$ cat src/rtl/fma16_issue.sv
// Issue/response front end for the combinational fma16 datapath: registers the
// operands and decoded controls, waits EXEC_CYCLES, then returns result and flags.
module fma16_issue #(
  parameter int TAGW        = 4,
  parameter int EXEC_CYCLES = 1
) (
  input  logic            clk,
  input  logic            reset,
  input  logic            req_valid,
  output logic            req_ready,
  input  logic [2:0]      req_op,
  input  logic [15:0]     req_x,
  input  logic [15:0]     req_y,
  input  logic [15:0]     req_z,
  input  logic [1:0]      req_rm,
  input  logic [TAGW-1:0] req_tag,
  output logic            resp_valid,
  input  logic            resp_ready,
  output logic [15:0]     resp_result,
  output logic [3:0]      resp_flags,
  output logic [TAGW-1:0] resp_tag,
  output logic            resp_err,
  output logic [3:0]      fflags,
  input  logic            fflags_clr,
  output logic [15:0]     fma_x,
  output logic [15:0]     fma_y,
  output logic [15:0]     fma_z,
  output logic            fma_mul,
  output logic            fma_add,
  output logic            fma_negr,
  output logic            fma_negz,
  output logic [1:0]      fma_roundmode,
  input  logic [15:0]     fma_result,
  input  logic [3:0]      fma_flags
);

  typedef enum logic [1:0] {S_IDLE, S_EXEC, S_RESP} state_t;

  localparam logic [3:0]  CNT_INIT = 4'(EXEC_CYCLES - 1);
  localparam logic [15:0] FP_ONE   = 16'h3C00;

  state_t          state_q, state_d;
  logic [3:0]      cnt_q, cnt_d;
  logic [15:0]     x_q, x_d, y_q, y_d, z_q, z_d;
  logic [3:0]      ctl_q, ctl_d;   // {mul, add, negr, negz}
  logic [1:0]      rm_q, rm_d;
  logic [TAGW-1:0] tag_q, tag_d;
  logic [15:0]     result_q, result_d;
  logic [3:0]      flags_q, flags_d;
  logic            err_q, err_d;
  logic [3:0]      fflags_q, fflags_d;

  logic [3:0]      dec_ctl;
  logic            dec_rsvd;
  logic            capture;

  always_comb begin
    dec_rsvd = 1'b0;
    case (req_op)
      3'b000:  dec_ctl = 4'b0100;
      3'b001:  dec_ctl = 4'b0101;
      3'b010:  dec_ctl = 4'b1000;
      3'b011:  dec_ctl = 4'b1100;
      3'b100:  dec_ctl = 4'b1101;
      3'b101:  dec_ctl = 4'b1111;
      3'b110:  dec_ctl = 4'b1110;
      default: begin
        dec_ctl  = 4'b0000;
        dec_rsvd = 1'b1;
      end
    endcase
  end

  assign capture = (state_q == S_EXEC) && (cnt_q == 4'd0);

  always_comb begin
    // NOTE: every _d starts as its _q so no path through the case leaves a
    // variable unassigned, which would otherwise infer a latch.
    state_d  = state_q;
    cnt_d    = cnt_q;
    x_d      = x_q;
    y_d      = y_q;
    z_d      = z_q;
    ctl_d    = ctl_q;
    rm_d     = rm_q;
    tag_d    = tag_q;
    result_d = result_q;
    flags_d  = flags_q;
    err_d    = err_q;

    case (state_q)
      S_IDLE: begin
        if (req_valid) begin
          x_d   = req_x;
          y_d   = dec_ctl[3] ? req_y : FP_ONE;  // add-only ops multiply by 1.0
          z_d   = req_z;
          ctl_d = dec_ctl;
          rm_d  = req_rm;
          tag_d = req_tag;
          cnt_d = CNT_INIT;
          if (dec_rsvd) begin
            result_d = 16'h0000;
            flags_d  = 4'b0000;
            err_d    = 1'b1;
            state_d  = S_RESP;
          end else begin
            err_d   = 1'b0;
            state_d = S_EXEC;
          end
        end
      end
      S_EXEC: begin
        if (cnt_q == 4'd0) begin
          result_d = fma_result;
          flags_d  = fma_flags;
          state_d  = S_RESP;
        end else begin
          cnt_d = cnt_q - 4'd1;
        end
      end
      S_RESP: begin
        if (resp_ready) state_d = S_IDLE;
      end
      default: state_d = S_IDLE;
    endcase

    // Clear first, then accumulate the flags of an op finishing this cycle.
    fflags_d = (fflags_clr ? 4'b0000 : fflags_q) | (capture ? fma_flags : 4'b0000);
  end

  always_ff @(posedge clk) begin
    // NOTE: non-blocking assignments so every register samples pre-edge values.
    if (reset) begin
      state_q  <= S_IDLE;
      cnt_q    <= 4'd0;
      x_q      <= 16'h0000;
      y_q      <= 16'h0000;
      z_q      <= 16'h0000;
      ctl_q    <= 4'b0000;
      rm_q     <= 2'b00;
      tag_q    <= '0;
      result_q <= 16'h0000;
      flags_q  <= 4'b0000;
      err_q    <= 1'b0;
      fflags_q <= 4'b0000;
    end else begin
      state_q  <= state_d;
      cnt_q    <= cnt_d;
      x_q      <= x_d;
      y_q      <= y_d;
      z_q      <= z_d;
      ctl_q    <= ctl_d;
      rm_q     <= rm_d;
      tag_q    <= tag_d;
      result_q <= result_d;
      flags_q  <= flags_d;
      err_q    <= err_d;
      fflags_q <= fflags_d;
    end
  end

  // Handshake outputs come from state only; reset gating holds ready low in reset.
  assign req_ready     = (state_q == S_IDLE) && !reset;
  assign resp_valid    = (state_q == S_RESP);
  assign resp_result   = result_q;
  assign resp_flags    = flags_q;
  assign resp_tag      = tag_q;
  assign resp_err      = err_q;
  assign fflags        = fflags_q;
  assign fma_x         = x_q;
  assign fma_y         = y_q;
  assign fma_z         = z_q;
  assign fma_mul       = ctl_q[3];
  assign fma_add       = ctl_q[2];
  assign fma_negr      = ctl_q[1];
  assign fma_negz      = ctl_q[0];
  assign fma_roundmode = rm_q;

endmodule

$ cat config.mk
export PLATFORM = sky130hd
export DESIGN_NAME = fma16_issue
export DESIGN_NICKNAME = d
export VERILOG_FILES = /design/src/rtl/fma16_issue.sv
export SDC_FILE = /design/constraint.sdc
export NUM_CORES = 1
export LEC_CHECK = 0
export ABC_AREA = 1
export BUFFER_PORTS_ARGS = -buffer_cell sky130_fd_sc_hd__buf_2
export CAP_MARGIN = 20
export CORE_MARGIN = 10
export CORE_UTILIZATION = 40
export CTS_CLUSTER_SIZE = 16
export DETAILED_ROUTE_END_ITERATION = 8
export MAX_ROUTING_LAYER = met4
export PLACE_DENSITY = 0.68
export SLEW_MARGIN = 20
export SYNTH_ARGS = -nofsm -noshare
export SYNTH_HDL_FRONTEND = slang
export SYNTH_SLANG_ARGS = --single-unit
$ cat constraint.sdc
create_clock -name clk -period 1.78 [get_ports clk]
set_input_delay 0.089 -clock clk [delete_from_list [all_inputs] [get_ports clk]]
set_output_delay 0.089 -clock clk [all_outputs]
set_load 0.01 [all_outputs]
Yosys cells after proc, flatten, opt, wreduce, memory -nomap -nowiden --
Cells that the tools add are included. W data, S select, Z words.
Word-level totals: flip-flop bits (word level) 89, latch bits 0, memory bits (writable) 0, ROM bits 0, input bits 82, output and inout bits 85, logic and storage cells 60, memories kept 0
Operators by class: add/subtract/negate cells 1, multipliers 0, div/mod/pow operators 0, magnitude comparators 0, equality and inequality tests 13, shift-type cells 0, multiplexer cells 21, bitwise logic cells 1, reductions and logical operators 12
Operators by type and width (number):
- $mux W16 | 4
- $pmux W16 S2 | 1
- $mux W4 | 7
- $pmux W4 S7 | 1
- $pmux W4 S2 | 2
- $eq A3 B3 Y1 const B | 3
- $mux W2 | 4
- $reduce_or A7 Y1 | 1
- $eq A3 B2 Y1 const B | 2
- $ne A2 B2 Y1 const B | 3
- $pmux W2 S3 | 1
- $reduce_and A3 Y1 | 2
- $logic_not A4 Y1 | 1
- $ne A2 B1 Y1 const B | 2
- $or A4 B4 Y4 | 1
- $reduce_and A4 Y1 | 1
- $sub A4 B1 Y4 const B | 1
- $eq A3 B1 Y1 const B | 1
- $logic_not A3 Y1 | 1
- $eq A2 B1 Y1 const B | 1
- $eq A2 B2 Y1 const B | 1
- $logic_and A1 B1 Y1 | 2
- $logic_not A2 Y1 | 1
- $reduce_and A2 Y1 | 1
- other kinds (3) | 3

Depth between registers and ports, before layout --
depth in word-level cells 5, gate-level depth with buffers 9

Worst setup path before layout --
OpenSTA, ideal clock, no wires.
path type register to register, from reg state_q[0], to reg result_q[6], in the netlist resp_result[6], setup time 132 ps, arrival 1132 ps, path slack 516 ps, stages on the path, launching flop included 10, path buffers 2, cell sequence dfxtp_1 -> buf_6 -> inv_4 -> nor2_4 -> nand3_2 -> nand2_4 -> nand2_2 -> buf_2 -> nand2_1 -> a21oi_1
Between the ends: word-level cells in the longest chain between the ends 3, elaborated cells between the ends (all ways) 8
RTL lines:
- from (decl) | line 42 | state_t state_q, state_d;
- from (signal assigned) | line 147 | state_q <= state_d;
- $eq A2 B1 Y1 or $logic_not A2 Y1 (tied branches) | line 91 | case (state_q)
- $ne A2 B1 Y1 (no source line) (tied with other cells)
- $reduce_and A4 Y1 (no source line)
- to (signal assigned) | line 155 | result_q <= result_d;
- to (decl) | line 48 | logic [15:0] result_q, result_d;
Parallel ways exist; a longest one is shown, timed or not. A chain may end at the register's enable or synchronous reset.

Worst setup path in the final report --
from reg cnt_q[0], to reg result_q[12], in the netlist resp_result[12]
Between the ends: word-level cells in the longest chain between the ends 3
RTL lines:
- from (decl) | line 43 | logic [3:0] cnt_q, cnt_d;
- from (signal assigned) | line 148 | cnt_q <= cnt_d;
- $logic_not A4 Y1 | line 113 | if (cnt_q == 4'd0) begin
- $ne A2 B1 Y1 (no source line)
- $reduce_and A4 Y1 (no source line)
Every way passes these cells.

==> results by group <==
Global routing
  – Met3 capacity usage during global routing: 3.890%
  – Antenna violations before repair: 1
  – Remaining global-route overflow: 0
  – Met2 usage in global routing: 28.91%
  – Wire length of the first global-routing pass: 17550 µm
  – Total track usage: 17.51%
  – Maximum number of pins on one net before global-route repair: 54
  – Met1 Resource Use GR: 19.54%
  – Via count of the first global-routing pass: 3502
  – Most Used Layer, Global Route: met2

STA
  – Number of pins exceeding their max-slew limit in the final report: 0
  – Layout Skew: 0.007874 ns
  – Max Clock Freq: 0.6323 GHz
  – Aggregate negative setup slack: 0 ns
  – Slew at the pin with the worst max-slew slack: 0.4951 ns
  – Share of the clock period used by the worst path: 88.86%
  – Unrepaired setup endpoints after global routing: no
  – Max-slew headroom at the worst pin: 66.96%
  – Final critical-path required period: 1.582 ns
  – Setup violation total in the final timing report: 0
  – Count of endpoints failing hold in the final timing report: 0

CTS
  – Number of buffers created by CTS: 9
  – Clock Root Buffer: sky130_fd_sc_hd__clkbuf_8
  – Number of H-tree levels: 3
  – Maximum buffer depth of the clock tree: 2
  – Clock-pin slew reported for the worst setup and hold paths after clock tree synthesis: 0.08 ns
  – CTS tree: yes
  – Worst-skew pair later-pin latency: 0.34 ns
  – Clk sinks: 89
  – Post-CTS Repair Setup Buffers: 0

Synthesis
  – Cells after synthesis: 417
  – Warnings, synthesis: 0
  – Share of synthesized area occupied by flip-flops and latches: 54.33%
  – Number of storage elements in the synthesis netlist: 89
  – Area share of the leading cell type in the synthesized netlist: 54.33%
  – Net Count, Synth: 501
  – Post-synthesis cell type with the largest combined area: sky130_fd_sc_hd__dfxtp_1
  – Number of distinct library cells after synthesis: 25
  – Mapped Area: 3279 µm²
  – Dominant cells by area after synthesis: sky130_fd_sc_hd__dfxtp_1 (54%), sky130_fd_sc_hd__nand2_1 (17%), sky130_fd_sc_hd__nand3_1 (11%), sky130_fd_sc_hd__a21oi_1 (4.6%), sky130_fd_sc_hd__buf_2 (2.0%)
  – Average size of a mapped cell: 7.864 µm²

Floorplanning
  – Die ar.: 12220 µm²
  – Area of the core region: 7848 µm²
  – Site row count: 32
  – Overall die height: 110.5 µm
  – Initial Util: 41.79%
  – Die boundary width: 110.5 µm
  – Number of I/O pins: 167

Critical path
  – Worst path bufs/invs: 1
  – Setup crit end: resp_result[12]
  – WP depth: 7
  – Reg2Reg Capture Point: resp_result[12]
  – Top fanout value on the critical path: 21
  – Cells along the critical path: inv_1 > ha_1 > nand3_2 > nand2_4 > nand2_2 > nand2_1 > a21oi_1
  – Source of the worst register-to-register timing path: cnt_q[0]
  – Critical path arrival: 1.81 ns
  – Critical setup path kind: flip-flop to flip-flop
  – Cell with the largest stage delay on the worst path: sky130_fd_sc_hd__dfxtp_1
  – Worst Reg-to-Reg Cells: 7
  – Startpoint type of the worst setup path: flip-flop
  – Largest stage delay, worst path: 0.32 ns
  – Endpoint kind of the worst setup timing path: flip-flop
  – Top delay family on crit path: simple AND/OR/NAND/NOR gates
  – R2r setup slk: 0.20 ns
  – Worst setup path startpoint: cnt_q[0]
  – CP required: 2.00 ns

Power
  – Internal: 3058 µW
  – Part of the total power dissipated in combinational logic: 20.1%
  – Power dissipated by switching net loads: 1237 µW
  – Ratio of total power to cell area: 859.3 nW/µm²
  – Largest vdd supply drop: 0.4340 mV
  – Flop pwr share: 51.5%
  – Power Total: 4295 µW
  – Power share of the clock group: 28.4%
  – Leak pwr: 0.002561 µW
  – Sw Share: 28.79%

Detailed routing
  – Initial drt markers: 160
  – Post-detailed-route via-to-cell ratio: 4.788
  – Routed wire length per instance: 14.50 µm
  – DRC Markers: 0
  – DRT antenna net count: 0
  – Number of iterations in the first detailed-routing pass: 5
  – Detailed-route wire length: 10860 µm
  – Vias after detailed routing: 3586

Finish
  – Fraction of layout instances using a drive strength above 1: 31.11%
  – Count of nets after finishing: 725
  – Leading cell types in the layout, fill and taps excluded: sky130_fd_sc_hd__buf_2 (166), sky130_fd_sc_hd__nand2_1 (147), sky130_fd_sc_hd__dfxtp_1 (89)
  – Leading cell type in the layout, fill and taps excluded: sky130_fd_sc_hd__buf_2
  – Final cell area excluding filler cells: 4999 µm²
  – Synthesis-to-finish area growth: 52.42%

Status
  – Result of the run: complete, no violations

Place
  – Number of buffers inserted by port buffering: 166
  – Placed wire-length estimate: 7428 µm
  – GPL Wtd Cong: 0.8367
  – Placed cell area: 4159 µm²

Min path
  – Classification of the worst-slack hold path: primary input to flip-flop

Run
  – Max-capacitance violation count: 0
kinds of logic after synthesis:
group	synth area share (%)
simple gates	32.62
compound gates	6.791
flops	54.33
fa+ha+maj	0.7629
buf+inv	5.494
registers in the layout (all words and copies together) (netlist names):
name and cells:
cnt_q 4, ctl_q 4, fflags 4, fma_roundmode 2, fma_x 16, fma_y 16
fma_z 16, resp_err 1, resp_flags 4, resp_result 16, resp_tag 4, state_q 2
cell usage after synthesis (all sizes together):
master,count
clkbuf,6
buf,18
dfxtp,89
a21oi,31
inv,13
nor3,4
nor2,19
o31ai,2
o21ai,9
ha,2
nand3,74
nand2,150
power by group through the flow:
stage                     Clock (µW)  Sequential [µW]  Combinational, µW
after detailed placement           0             2260                752
after global placement             0             2250                737
final                           1220             2210                863
after CTS                       1280             2210                868
after floorplan                    0             2320                373
after global routing            1360             2230                956
tightest hold or removal path: cells and delay by family:
| kind | cells | cell delay [ns] |
|---|---|---|
| buffers and inverters | 1 | 0.10 |
| AO/OA/AOI/OAI | 1 | 0.06 |
| AND/OR/NAND/NOR | 1 | 0.07 |
layer usage:
metal,vias to the layer above,routed length (µm)
li1,1801,-
met1,1621,4596
met2,142,5405
met3,22,522
met4,0,335
met5,-,0
worst min-delay path by stage:
stage	from	end	slack, ns	cells after the start
floorplan	req_op[1]	ctl_q[0]	0.19	1
global placement	req_y[2]	fma_y[2]	0.31	3
detailed placement	req_y[6]	fma_y[6]	0.31	3
CTS	fma_flags[2]	fflags[2]	0.001	3
global route	fma_result[3]	resp_result[3]	0.01	3
finish	fma_result[6]	resp_result[6]	0.02	3
layout make-up:
| class | instances | area, µm² |
|---|---|---|
| Clock buffer | 11 | 141.4 |
| Multi-Input combinational cell | 291 | 1318 |
| Timing Repair Buffer | 237 | 1545 |
| Fill cell | 679 | 2849 |
| Inverter | 13 | 51.30 |
| Sequential cell | 89 | 1782 |
| Antenna cell | 1 | 2.502 |
| Tap cell | 102 | 127.6 |
| Clock inverter | 5 | 31.28 |
stage by stage:
| stage | setup WS [ns] | hold slack, ns | std cells | utilization [%] |
|---|---|---|---|---|
| final | 0.1983 | 0.01946 | 749 | 63.70 |
| after global routing | 0.02924 | 0.01350 | 749 | 63.70 |
| after CTS | 0.1059 | 0.0009751 | 748 | 63.62 |
| after detailed placement | 0.2017 | 0.3146 | 666 | 53.00 |
| after global placement | 0.2949 | 0.3082 | 666 | 53.00 |
| after floorplan | 0.5157 | 0.1911 | 417 | - |
repair_timing:
item,4_1_cts,5_1_grt
hold buffers,66,0
endpoints found under the hold margin,65,0
resized for setup,0,1
setup endpoints to repair,0,1
No activity file was read; power rests on OpenSTA's default activity.
